===== config.mk =====
export PLATFORM = sky130hd
export DESIGN_NAME = yrv_run_ctrl
export DESIGN_NICKNAME = d
export VERILOG_FILES = /design/src/rtl/yrv_run_ctrl_pkg.sv /design/src/rtl/yrv_irq_pulse_gen.sv /design/src/rtl/yrv_run_ctrl.sv
export SDC_FILE = /design/constraint.sdc
export NUM_CORES = 1
export LEC_CHECK = 0
export ABC_AREA = 1
export CAP_MARGIN = 20
export CORE_ASPECT_RATIO = 1.2
export CORE_MARGIN = 3
export CORE_UTILIZATION = 47
export DETAILED_ROUTE_END_ITERATION = 16
export PLACE_DENSITY = 0.77
export SYNTH_ARGS = -nofsm -noshare
export SYNTH_HDL_FRONTEND = slang
export SYNTH_SLANG_ARGS = --single-unit
export TNS_END_PERCENT = 50

===== constraint.sdc =====
create_clock -name clk -period 1.47 [get_ports clk]
set_input_delay 0.147 -clock clk [delete_from_list [all_inputs] [get_ports clk]]
set_output_delay 0.147 -clock clk [all_outputs]
set_load 0.05 [all_outputs]

===== src/rtl/yrv_run_ctrl_pkg.sv =====
// Shared types, parameter defaults and sizing helper for the YRV run controller.
package yrv_run_ctrl_pkg;

    typedef enum logic [2:0] {
        IDLE,
        RST_HOLD,
        RUN,
        PASS,
        TIMEOUT
    } state_t;

    localparam int RST_HOLD_CYCLES_DEF = 10;
    localparam int TIMEOUT_CYCLES_DEF  = 1000;
    localparam int CNT_W_DEF           = 16;
    localparam int N_IRQ_DEF           = 2;
    localparam int IRQ_PULSE_W_DEF     = 4;

    // Hold-counter width: must represent 0 .. RST_HOLD_CYCLES.
    function automatic int hold_cnt_w(input int hold_cycles);
        return $clog2(hold_cycles + 1);
    endfunction

endpackage


===== src/rtl/yrv_irq_pulse_gen.sv =====
// One interrupt stimulus channel: fixed-width registered pulse, restartable, killed when run drops.
module yrv_irq_pulse_gen #(
    parameter int PULSE_W = 4
) (
    input  logic clk,
    input  logic reset,
    input  logic trig_i,
    input  logic en_i,
    input  logic run_i,
    output logic pulse_o
);

    localparam int REM_W = $clog2(PULSE_W + 1);
    localparam logic [REM_W-1:0] REM_INIT = REM_W'(PULSE_W - 1);

    logic [REM_W-1:0] rem_q, rem_d;
    logic             pulse_q, pulse_d;

    // rem_q counts the high cycles still owed after the current one.
    always_comb begin
        rem_d   = '0;
        pulse_d = 1'b0;
        if (run_i) begin
            if (trig_i && en_i) begin
                rem_d   = REM_INIT;
                pulse_d = 1'b1;
            end else if (pulse_q && (rem_q != '0)) begin
                rem_d   = rem_q - 1'b1;
                pulse_d = 1'b1;
            end
        end
    end

    // NOTE: sequential state uses non-blocking assignments so every flop samples pre-edge values.
    always_ff @(posedge clk or posedge reset) begin
        if (reset) begin
            rem_q   <= '0;
            pulse_q <= 1'b0;
        end else begin
            rem_q   <= rem_d;
            pulse_q <= pulse_d;
        end
    end

    assign pulse_o = pulse_q;

endmodule


===== src/rtl/yrv_run_ctrl.sv =====
// YRV MCU run controller: reset sequencing, run-cycle counting, IRQ injection, PASS/TIMEOUT status.
// Optional build macro YRV_RUN_CTRL_DONE_SYNC_EN adds a 2-flop synchronizer on done_in.
module yrv_run_ctrl
    import yrv_run_ctrl_pkg::*;
#(
    parameter int RST_HOLD_CYCLES = RST_HOLD_CYCLES_DEF,
    parameter int TIMEOUT_CYCLES  = TIMEOUT_CYCLES_DEF,
    parameter int CNT_W           = CNT_W_DEF,
    parameter int N_IRQ           = N_IRQ_DEF,
    parameter int IRQ_PULSE_W     = IRQ_PULSE_W_DEF
) (
    input  logic                   clk,
    input  logic                   reset,
    input  logic                   start,
    input  logic                   done_in,
    input  logic [N_IRQ-1:0]       irq_en,
    input  logic [N_IRQ*CNT_W-1:0] irq_at,
    output logic                   cpu_resetb,
    output logic [N_IRQ-1:0]       irq_req,
    output logic                   running,
    output logic                   pass,
    output logic                   timeout,
    output logic [CNT_W-1:0]       cycle_cnt
);

    localparam int HOLD_W = hold_cnt_w(RST_HOLD_CYCLES);
    localparam logic [HOLD_W-1:0] HOLD_LAST = HOLD_W'(RST_HOLD_CYCLES - 1);
    localparam logic [CNT_W-1:0]  TO_LAST   = CNT_W'(TIMEOUT_CYCLES - 1);

    state_t            state_q;
    logic [HOLD_W-1:0] hold_q;
    logic [CNT_W-1:0]  cnt_q;
    logic              cpu_resetb_q;
    logic              running_q;
    logic              pass_q;
    logic              timeout_q;
    logic              done_eff;
    logic              run_stay;

`ifdef YRV_RUN_CTRL_DONE_SYNC_EN
    logic [1:0] done_sync_q;

    always_ff @(posedge clk or posedge reset) begin
        if (reset) begin
            done_sync_q <= 2'b00;
        end else begin
            done_sync_q <= {done_sync_q[0], done_in};
        end
    end

    assign done_eff = done_sync_q[1];
`else
    assign done_eff = done_in;
`endif

    // True when the FSM will still be in RUN after this edge; gates pulses so they die with RUN.
    assign run_stay = (state_q == RUN) && !done_eff && (cnt_q != TO_LAST);

    always_ff @(posedge clk or posedge reset) begin
        if (reset) begin
            state_q      <= IDLE;
            hold_q       <= '0;
            cnt_q        <= '0;
            cpu_resetb_q <= 1'b0;
            running_q    <= 1'b0;
            pass_q       <= 1'b0;
            timeout_q    <= 1'b0;
        end else begin
            case (state_q)
                IDLE: begin
                    if (start) begin
                        state_q <= RST_HOLD;
                        hold_q  <= '0;
                        cnt_q   <= '0;
                    end
                end
                RST_HOLD: begin
                    if (hold_q == HOLD_LAST) begin
                        state_q      <= RUN;
                        hold_q       <= '0;
                        cpu_resetb_q <= 1'b1;
                        running_q    <= 1'b1;
                    end else begin
                        hold_q <= hold_q + 1'b1;
                    end
                end
                RUN: begin
                    if (done_eff) begin
                        state_q   <= PASS;
                        running_q <= 1'b0;
                        pass_q    <= 1'b1;
                    end else if (cnt_q == TO_LAST) begin
                        state_q   <= TIMEOUT;
                        running_q <= 1'b0;
                        timeout_q <= 1'b1;
                    end else begin
                        cnt_q <= cnt_q + 1'b1;
                    end
                end
                PASS, TIMEOUT: begin
                    if (start) begin
                        state_q      <= RST_HOLD;
                        hold_q       <= '0;
                        cnt_q        <= '0;
                        cpu_resetb_q <= 1'b0;
                        pass_q       <= 1'b0;
                        timeout_q    <= 1'b0;
                    end
                end
                default: state_q <= IDLE;
            endcase
        end
    end

    for (genvar i = 0; i < N_IRQ; i++) begin : g_irq
        logic trig;
        assign trig = (state_q == RUN) && (cnt_q == irq_at[i*CNT_W +: CNT_W]);

        yrv_irq_pulse_gen #(
            .PULSE_W (IRQ_PULSE_W)
        ) u_pulse (
            .clk     (clk),
            .reset   (reset),
            .trig_i  (trig),
            .en_i    (irq_en[i]),
            .run_i   (run_stay),
            .pulse_o (irq_req[i])
        );
    end

    assign cpu_resetb = cpu_resetb_q;
    assign running    = running_q;
    assign pass       = pass_q;
    assign timeout    = timeout_q;
    assign cycle_cnt  = cnt_q;

endmodule


# Yosys cells after proc, flatten, opt, wreduce, memory -nomap -nowiden
# Index checks and enable logic that the tools add are counted.
# classes
addsub,4
eq_ne,17
muxes,35
reduce_logical,26
# op_table
op,n
16-bit two-way mux,3
16-bit == test,2
16-bit case mux with 2 select lines,1
3-bit two-way mux,10
16-bit by 1-bit adder with 16-bit output (second input constant),1
16-bit by 10-bit == test with 1-bit output (second input constant),1
16-bit by 10-bit != test with 1-bit output (second input constant),1
1-bit two-way mux,13
3-bit AND reduction,4
2-bit != test (second input constant),5
2-bit nonzero test,5
3-bit case mux with 3 select lines,1
1-bit logical AND,8
4-bit two-way mux,2
1-bit case mux with 2 select lines,4
4-bit case mux with 2 select lines,1
4-bit AND reduction,2
3-bit by 2-bit == test with 1-bit output (second input constant),2
3-bit nonzero test,2
3-bit by 1-bit subtractor with 3-bit output (second input constant),2
4-bit by 1-bit adder with 4-bit output (second input constant),1
4-bit == test (second input constant),1
2-bit by 1-bit != test with 1-bit output (second input constant),2
3-bit by 1-bit == test with 1-bit output (second input constant),1
other kinds (7),7
# totals
regBits,35
in_bits,38

# Logic depth before layout (Yosys ltp)
# Gate-level depths: netlist of the first run.
# logic_depth
ltp_word,5
ltp_mapped,11
ltp_nobuf,9

# Cells and area by module
# Synthesis of the first run repeated with hierarchy kept, for this count alone.
# unflattened
cells_unflattened,363
area_unflattened_um2,2537.4
# modules_own_cells
mod,n_inst,cells_per_inst,area_per_inst_um2
yrv_run_ctrl,1,315,2129.5
yrv_irq_pulse_gen,2,24,203.9

# Worst setup path before layout of the first run
# Ideal clock, no wire load.
# synth_timing
path_type,reg-to-reg
start,reg cnt_q[1] (netlist: cycle_cnt[1])
end,reg cnt_q[13] (netlist: cycle_cnt[13])
setup_time_ns,0.066
arrival_time_ns,1.786
path_slack_ns,-0.382
path_stages_with_launch,11
n_path_buf,1
path_cell_list,dfrtp_1 > ha_1 > nand2_1 > nor2_1 > nand2_1 > nor2_4 > nand2_2 > nand2_4 > buf_6 > nand2_1 > nand2_1
# synth_via
elab_chain_len,4
elab_cells_between_ends,7
# synth_lines
item,line,source
"start, declared",yrv_run_ctrl.sv:32,logic [CNT_W-1:0] cnt_q;
"start signal, assigned",yrv_run_ctrl.sv:97,cnt_q <= cnt_q + 1'b1;
16-bit by 1-bit adder with 16-bit output,yrv_run_ctrl.sv:97,
16-bit two-way mux,yrv_run_ctrl.sv:92,end else if (cnt_q == TO_LAST) begin
16-bit two-way mux,yrv_run_ctrl.sv:88,if (done_eff) begin
16-bit case mux with 2 select lines,yrv_run_ctrl.sv:69,case (state_q)
# Parallel ways exist; a longest one is shown, timed or not. The select of a mux whose other input is x is not followed.
# A chain may end at the register's enable or synchronous reset.

# Final worst setup path of the first run
# layout_timing
start,reg state_q[1]
end,reg cnt_q[4] (netlist: cycle_cnt[4])
# layout_via
elab_chain_len,4
elab_cells_between_ends,11
# layout_lines
item,line,source
"start, declared",yrv_run_ctrl.sv:30,state_t state_q;
"start signal, assigned",yrv_run_ctrl.sv:61,state_q <= IDLE;
"start signal, assigned",yrv_run_ctrl.sv:72,state_q <= RST_HOLD;
"start signal, assigned",yrv_run_ctrl.sv:79,state_q <= RUN;
3-bit by 2-bit == test with 1-bit output (tied with other cells),yrv_run_ctrl.sv:69,
3-bit OR reduction (no line),n/a,
2-bit by 1-bit != test with 1-bit output (no line) or 2-bit nonzero test (tied branches),n/a,
4-bit AND reduction (no line),n/a,
# Parallel ways exist; a longest one is shown, timed or not.

==> parameters.txt, run 1 <==
Parameter                              Value

STA
  Final worst path period share ... 108%
  Max frequency ... 0.628 GHz
  Worst Slack Setup Final ... -0.123 ns
  Post-Route Skew ... roughly 0.008 ns
  Final-report hold violation count ... 0
  Crit path time final ... 1.59 ns
  Hold WS ... 0.186 ns
  Least-Margin Pin Slew ... 0.340 ns
  Final count of negative-setup-slack endpoints ... 23
  Number of pins with negative max-slew slack in the final report ... 0
  Setup repair after global routing missed its margin ... yes
  Relative slew margins ... 77.3%

Yosys
  Mapped Nets ... 510
  Cell taking the most area after synthesis ... sky130_fd_sc_hd__dfrtp_1
  Number of instances in the synthesized netlist ... 465
  Largest cells by area after synthesis ... sky130_fd_sc_hd__dfrtp_1, sky130_fd_sc_hd__nand2_1, sky130_fd_sc_hd__inv_1
  Most common library cells after synthesis ... sky130_fd_sc_hd__nand2_1, sky130_fd_sc_hd__inv_1, sky130_fd_sc_hd__nor2_1
  Synth cell types ... 29
  Portion of synthesized cell area occupied by the leading cell type ... 30.5%
  Async S/R FF share, synth ... 100%
  Avg Synthesized Cell Area ... 6.18 um^2
  Summed instance area of the synthesized netlist ... 0.00287 mm^2
  Number of synthesis warnings ... 0
  Number of enable-type register cells in the synthesized netlist ... 0
  Sequential fraction of the synthesis area ... a little under a third
  Synth Flop Type ... sky130_fd_sc_hd__dfrtp_1
  Flip-flop and latch count after synthesis ... 35
  Library cell with the highest instance count after synthesis ... sky130_fd_sc_hd__nand2_1

Clock network
  Total number of H-tree levels ... 2
  Clock root cell ... sky130_fd_sc_hd__clkbuf_8
  Num Clock Sinks ... 35
  Clock tree from TritonCTS ... built
  Hold buffer count at CTS ... 0
  Number of buffers created by CTS ... 5
  Clk buf depth ... 2
  Clock Latency Late Sink ... 0.30 ns
  CTS clk-pin slew, worst paths ... roughly 0.08 ns

Route
  Starting DRT DRC Count ... 224
  WL met1 ... 4.00 mm
  Topmost layer with routed signal wires ... met4
  Length of the first detailed-routing pass in iterations ... 5
  Total Routed Length ... 10.8 mm
  Number of nets with antenna violations after detailed routing ... 0
  # DRC ... 0
  Via count ... 3483
  Post-DR vias/cell ... 5.22
  Sum of met2 wire segment lengths after detailed routing ... 5.57 mm
  Routed length per instance ... 16.1 um
  Met3 Routed Length ... 728 um

Worst setup path
  Depth of the most critical reg-to-reg path ... 10
  Critical path arrival ... 1.78 ns
  Kind of cell with the highest combined delay on the critical path ... simple AND/OR/NAND/NOR gates
  Cell seen most often among critical-path stages ... sky130_fd_sc_hd__nand2_2
  Type of the worst setup path ... reg -> reg
  Slowest stage delay, CP ... 0.45 ns
  Category of the worst setup path capture point ... flop
  Cells along the critical path ... nand3_2 > buf_6 > inv_2 > nand2_1 > nand2_2 > a21oi_4 > buf_12 > nand2_8 > nand2_2 > o21ai_2
  Largest driver fanout on the critical path ... 8
  Worst r2r src ... state_q[1]
  Crit path from ... state_q[1]
  R2R setup slack ... -0.12 ns
  CP max stage cell ... sky130_fd_sc_hd__dfrtp_1
  Critical path launch point type ... flop
  Number of buffers and inverters on the critical path ... 3
  R2r endpoint ... cycle_cnt[4]
  Required time at the endpoint of the critical path ... 1.66 ns

Floorplanning
  Floorplan die area ... slightly above 0.007 mm^2
  Die Span X ... 77.4 um
  Number of top-level pins ... 60
  Area of the core ... 0.00578 mm^2
  Site row count ... 30
  Initial standard-cell utilization of the core ... 49.7%
  Floorplan die height ... between 90 and 100 um

Run status
  Failing checks ... setup timing
  Status ... complete, but fails checks

Placement
  DP Cell Count ... 649
  Quantity of I/O buffers inserted on ports ... 59
  Place WS ... -0.299 ns
  Dpl hpwl ... 7.55 mm
  Final weighted congestion in routability-driven placement ... 0.908
  Cell area after placement ... around 0.0041 mm^2

Power
  Highest ir drop seen on vdd ... 0.00139 V
  Cell Pwr Density ... 954 mW/mm^2
  Power Total ... 4.39 mW
  Static leakage ... 2.27 nW

GRT
  All-Layer GR Usage ... between 30% and 40%
  Largest net degree at the start of global routing ... 36
  Antenna violations before repair ... 0
  Global-route wire length before repair ... 16.9 mm
  Via count of the first global-routing pass ... 3518
  Remaining global-route overflow ... 0

Finish
  Non-filler cells, final ... 667
  Layout overhead on the synthesized area ... 60.4%
  Fraction of layout instances using a drive strength above 1 ... 31.5%
  Net count of the finished layout ... 631
  Final Cell Area ... 0.00461 mm^2
  Ant. Diodes ... 0

Flow run
  Number of violations of the max-capacitance limit ... 0

Hold path
  Path type of the worst min-delay path ... in -> async
how the worst max path moves through the flow:
stage	cells past startpoint	slack (ns)	to
2_1_floorplan	8	-0.08	cycle_cnt[13]
3_3_place_gp	8	-0.31	cycle_cnt[5]
3_5_place_dp	8	-0.30	g_irq[1].u_pulse.rem_q[1]
4_1_cts	8	-0.04	cycle_cnt[10]
5_1_grt	10	-0.18	cycle_cnt[14]
6_report	10	-0.12	cycle_cnt[4]
timing repair:
item | in CTS | in global routing
cloned | 2 | 0
setup endpoints to repair | 30 | 34
pin swaps | 16 | 13
buffers inserted | 5 | 3
hold endpoints to repair | 0 | 0
resized for setup | 40 | 35
cell families (layout without fill, tap and decap cells):
group / Yosys count / after routing / share of synthesized area [%]
AOI/OAI and AO/OA: 28 / 28 / 5.84
xor gates and xnor gates: 16 / 16 / 4.88
buffers and inverters: 83 / 203 / 12.3
DFF: 35 / 35 / 30.5
and+or+nand+nor: 296 / 298 / 43.4
adders and majority gates: 7 / 7 / 3.05
per-layer routing:
layer,up-vias,track usage (%)
li1,1670,-
met1,1626,33.5
met2,143,56.3
met3,44,5.99
met4,0,13.5
met5,-,0
metrics by stage:
| step | setup TNS [ns] | util [%] |
|---|---|---|
| 6_report | -1.72 | 79.7 |
| 5_1_grt | -3.58 | 79.7 |
| 4_1_cts | -0.248 | 77.5 |
| 3_5_place_dp | -4.30 | 71.6 |
| 3_3_place_gp | -4.14 | 71.6 |
| 2_1_floorplan | -1.01 | - |
report_power, final:
part | leakage, nW | switching, mW | internal (mW)
Clock | 0.0422 | 0.387 | 0.333
Sequential | 0.454 | 0.108 | 1.07
Combinational | 1.77 | 1.47 | 1.03
Total | 2.27 | 1.96 | 2.43
worst register-to-register path, stage by stage (launching register included):
cell and delay, ns:
sky130_fd_sc_hd__dfrtp_1 0.45, sky130_fd_sc_hd__nand3_2 0.13, sky130_fd_sc_hd__buf_6 0.13, sky130_fd_sc_hd__inv_2 0.04, sky130_fd_sc_hd__nand2_1 0.10, sky130_fd_sc_hd__nand2_2 0.08, sky130_fd_sc_hd__a21oi_4 0.15, sky130_fd_sc_hd__buf_12 0.16
sky130_fd_sc_hd__nand2_8 0.10, sky130_fd_sc_hd__nand2_2 0.08, sky130_fd_sc_hd__o21ai_2 0.06
flip-flops by register name, indices dropped and copies added (netlist names):
register and count:
g_irq.u_pulse.rem_q 6, pass 1, cycle_cnt 16, state_q 3, timeout 1, hold_q 4, g_irq.u_pulse.pulse_o 2, running 1
cpu_resetb 1
cells in the final DEF (no fill, tap or decap), types with 3 or more instances in the layout:
cell and n:
sky130_fd_sc_hd__nor2_4 5, sky130_fd_sc_hd__nand3_2 6, sky130_fd_sc_hd__xnor2_1 5, sky130_fd_sc_hd__buf_4 56
sky130_fd_sc_hd__nand2_8 4, sky130_fd_sc_hd__or2_2 4, sky130_fd_sc_hd__a21oi_2 5, sky130_fd_sc_hd__inv_1 62
sky130_fd_sc_hd__dfrtp_2 15, sky130_fd_sc_hd__inv_2 9, sky130_fd_sc_hd__xor2_1 10, sky130_fd_sc_hd__o21ai_1 5
sky130_fd_sc_hd__dfrtp_1 19, sky130_fd_sc_hd__nor2_2 10, sky130_fd_sc_hd__nand4_1 10, sky130_fd_sc_hd__nand3_1 22
sky130_fd_sc_hd__nor2_1 43, sky130_fd_sc_hd__nor3_1 6, sky130_fd_sc_hd__clkdlybuf4s50_1 37, sky130_fd_sc_hd__buf_6 10
sky130_fd_sc_hd__nand2_1 164, sky130_fd_sc_hd__o21ai_2 5, sky130_fd_sc_hd__buf_12 21, sky130_fd_sc_hd__o21ai_0 7
sky130_fd_sc_hd__ha_1 6, sky130_fd_sc_hd__nand2_4 3, sky130_fd_sc_hd__nand2_2 16, sky130_fd_sc_hd__clkbuf_8 5
area by class of cell:
class                      count  area [um^2]
multi-input combinational    349         1940
timing repair buffer         124         1320
fill                         436         1170
sequential                    35          898
inverter                      71          267
tap                           80          100
clock buffer                   7         76.3
clock inverter                 1         5.00
(Power assumes the default switching activity.)
==> inputs of run 2 (changes only) <==
--- a/config.mk
+++ b/config.mk
@@ -14,2 +14,3 @@
 export PLACE_DENSITY = 0.77
+export SLEW_MARGIN = 20
 export SYNTH_ARGS = -nofsm -noshare
==> constraint.sdc (replaced) <==
create_clock -name clk -period 1.47 [get_ports clk]
set_input_delay 0.294 -clock clk [delete_from_list [all_inputs] [get_ports clk]]
set_output_delay 0.294 -clock clk [all_outputs]
set_load 0.05 [all_outputs]
==> run 2 against run 1 <==
Effect of this change:
- the flow still finishes with violations (setup timing)
- setup slack better by 0.044 ns
- flip-flop and latch count unchanged
- die area did not move
- sequential share of layout area up 0.47 points
- cell count fell by 1.5%
- clock power grew 26%
- via count fell by 4.9%
==> parameters.txt, run 2 (synthesis results as in run 1) <==
Parameter                              Value

Run status
  Status ... complete, but fails checks
  Failing checks ... setup timing

STA
  Max frequency ... 0.646 GHz (+2.9%)
  Relative slew margins ... 77.1% (-0.28 points)
  Final count of negative-setup-slack endpoints ... 22 (-4.3%)
  Final worst path period share ... 105% (-3.0 points)
  Crit path time final ... 1.55 ns (-0.0443 ns)
  Post-Route Skew ... 0.00246 ns (-0.00578 ns)
  Number of pins with negative max-slew slack in the final report ... 0 (unchanged)
  Setup repair after global routing missed its margin ... yes
  Least-Margin Pin Slew ... 0.344 ns (+0.00446 ns)
  Final-report hold violation count ... 0 (unchanged)
  Worst Slack Setup Final ... -0.0789 ns (+0.0443 ns)
  Hold WS ... 0.355 ns (+0.169 ns)

GRT
  All-Layer GR Usage ... 27.0% (-3.5 points)
  Remaining global-route overflow ... 0 (unchanged)
  Via count of the first global-routing pass ... 3250 (-7.6%)
  Largest net degree at the start of global routing ... 36 (unchanged)
  Global-route wire length before repair ... 15.2 mm (-9.7%)
  Antenna violations before repair ... 0 (unchanged)

Route
  Starting DRT DRC Count ... 228 (+1.8%)
  Routed length per instance ... 14.9 um (-7.6%)
  Via count ... 3313 (-4.9%)
  Number of nets with antenna violations after detailed routing ... 0 (unchanged)
  Length of the first detailed-routing pass in iterations ... 5 (unchanged)
  Post-DR vias/cell ... 5.04 (-3.4%)
  # DRC ... 0 (unchanged)
  Total Routed Length ... 9.80 mm (-9.0%)

Floorplanning
  Site row count ... 30 (unchanged)
  Floorplan die height ... 91.6 um (unchanged)
  Initial standard-cell utilization of the core ... 49.7% (unchanged)
  Number of top-level pins ... 60 (unchanged)
  Die Span X ... 77.4 um (unchanged)
  Area of the core ... 0.00578 mm^2 (unchanged)
  Floorplan die area ... 0.00709 mm^2 (unchanged)

Placement
  Cell area after placement ... 0.00416 mm^2 (+0.42%)
  Quantity of I/O buffers inserted on ports ... 59 (unchanged)
  Dpl hpwl ... 7.38 mm (-2.3%)
  Place WS ... -0.167 ns (+0.132 ns)
  Final weighted congestion in routability-driven placement ... 0.960 (+5.8%)

Clock network
  Total number of H-tree levels ... 2 (unchanged)
  Number of buffers created by CTS ... 5 (unchanged)
  Clock tree from TritonCTS ... built
  Hold buffer count at CTS ... 0 (unchanged)
  Clock root cell ... sky130_fd_sc_hd__clkbuf_8
  Clock Latency Late Sink ... 0.29 ns (about the same)
  CTS clk-pin slew, worst paths ... 0.08 ns (about the same)
  Clk buf depth ... 2 (unchanged)
  Num Clock Sinks ... 35 (unchanged)

Worst setup path
  Type of the worst setup path ... reg -> reg
  Depth of the most critical reg-to-reg path ... 8 (-2)
  Category of the worst setup path capture point ... flop
  Cells along the critical path ... ha_4 > nand2_4 > nor2_4 > nand2_2 > nor2_4 > nor2_4 > nand4_1 > nand2_1
  Critical path arrival ... 1.78 ns (about the same)
  Critical path launch point type ... flop
  R2r endpoint ... g_irq[1].u_pulse.rem_q[1]
  Slowest stage delay, CP ... 0.49 ns (+0.04 ns)
  Kind of cell with the highest combined delay on the critical path ... simple AND/OR/NAND/NOR gates
  Largest driver fanout on the critical path ... 6 (-2)
  Crit. path cell count ... 8 (-2)
  R2R setup slack ... -0.08 ns (+0.04 ns)
  Required time at the endpoint of the critical path ... 1.71 ns (+0.05 ns)
  Crit path from ... cycle_cnt[1]
  Cell seen most often among critical-path stages ... sky130_fd_sc_hd__nor2_4
  CP max stage cell ... sky130_fd_sc_hd__dfrtp_4
  Worst r2r src ... cycle_cnt[1]
  Number of buffers and inverters on the critical path ... 0 (-3)
  End point of the critical path ... g_irq[1].u_pulse.rem_q[1]

Power
  Sw Pwr ... 1.76 mW (-10%)
  Reg power frac ... 28.7% (+1.9 points)
  Cell Pwr Density ... 925 mW/mm^2 (-3.0%)
  Share of total power consumed by net switching ... 42.3% (-2.4 points)
  Cell-internal power ... 2.40 mW (-1.2%)
  Portion of total power attributed to combinational logic ... 49.6% (-7.2 points)
  Static leakage ... 2.23 nW (-1.6%)
  Highest ir drop seen on vdd ... 0.00109 V (-21%)
  Clock network power share ... 21.7% (+5.3 points)

Flow run
  Number of violations of the max-capacitance limit ... 0 (unchanged)

Finish
  Final Cell Area ... 0.00450 mm^2 (-2.3%)
  Net count of the finished layout ... 621 (-1.6%)
  Ant. Diodes ... 0 (unchanged)
  Most frequent standard cell in the layout excluding fill and tap cells ... sky130_fd_sc_hd__nand2_1
  Max FFs per register ... 16 (unchanged)
  Most frequent cells in the layout ... sky130_fd_sc_hd__nand2_1, sky130_fd_sc_hd__inv_1, sky130_fd_sc_hd__buf_4, sky130_fd_sc_hd__nor2_1, sky130_fd_sc_hd__clkdlybuf4s50_1
  Layout overhead on the synthesized area ... 56.7%
  Fraction of layout instances using a drive strength above 1 ... 28.1% (-3.4 points)

Hold path
  Path type of the worst min-delay path ... in -> async
[run 2: cell count changes in the layout (fill, tap and decap cells not counted), moves of 3 or more]
| cell | previous run | this run |
|---|---|---|
| sky130_fd_sc_hd__buf_4 | 56 | 51 |
| sky130_fd_sc_hd__buf_6 | 10 | 4 |
| sky130_fd_sc_hd__nand2_1 | 164 | 168 |
| sky130_fd_sc_hd__nand2_2 | 16 | 11 |
| sky130_fd_sc_hd__nand2_4 | 3 | 6 |
| sky130_fd_sc_hd__nand2_8 | 4 | 1 |
| sky130_fd_sc_hd__nand3_1 | 22 | 25 |
| sky130_fd_sc_hd__nand3_2 | 6 | 3 |
| sky130_fd_sc_hd__nor2_1 | 43 | 48 |
| sky130_fd_sc_hd__nor2_2 | 10 | 3 |
[run 2: power groups by stage]
stage / Sequential [mW] / Clock [mW] / Combinational (mW)
final: 1.19 / 0.905 / 2.06
after floorplan: 1.32 / 0 / 0.994
after global routing: 1.20 / 0.951 / 2.24
after global placement: 1.19 / 0 / 1.76
after CTS: 1.18 / 0.911 / 1.87
after detailed placement: 1.19 / 0 / 1.80
[run 2: layout make-up]
cell class | count | area [um^2]
Inverter | 71 | 267
Clock buffer | 5 | 68.8
Multi-Input combinational cell | 348 | 1860
Tap cell | 80 | 100
Sequential cell | 35 | 898
Clock inverter | 3 | 43.8
Fill cell | 441 | 1280
Timing Repair Buffer | 115 | 1260
[run 2: stage by stage]
stage               setup TNS [ns]  util [%]  std cells  power, mW
finish                      -0.856      77.8        657       4.16
global route                 -2.95      77.8        657       4.40
CTS                         -0.170      74.8        651       3.97
detailed placement           -3.02      71.9        643       2.99
global placement             -1.25      71.9        643       2.95
floorplan                    -1.01         -        465       2.31
[run 2: worst min path at each step]
stage,startpoint,endpoint,slack (ns),depth (start not counted)
6_report,reset,hold_q[2],0.35,3
5_1_grt,reset,cycle_cnt[2],0.39,3
4_1_cts,reset,hold_q[2],0.37,3
3_5_place_dp,g_irq[1].u_pulse.rem_q[0],g_irq[1].u_pulse.rem_q[0],0.50,3
3_3_place_gp,g_irq[1].u_pulse.rem_q[0],g_irq[1].u_pulse.rem_q[0],0.49,3
2_1_floorplan,reset,cpu_resetb,0.45,1
[run 2: timing repair]
item	CTS	global route
endpoints found under the hold margin	0	0
buffers inserted	0	6
pin swaps	1	17
gates cloned	0	1
resized for setup	12	40
setup endpoints to repair	28	31
[run 2: worst register-to-register path, delay by kind of cell (launching register included)]
kind          cells  cell delay [ns]
fa+ha+maj         1             0.18
flops             1             0.49
simple gates      7             0.81
[run 2: routing by layer]
layer / vias up / track usage, % / share of wire (%)
met5: - / 0 / 0
met4: 0 / 6.97 / 1.8
met3: 19 / 3.93 / 5.0
met2: 108 / 50.4 / 53
met1: 1541 / 32.1 / 40
li1: 1645 / - / -
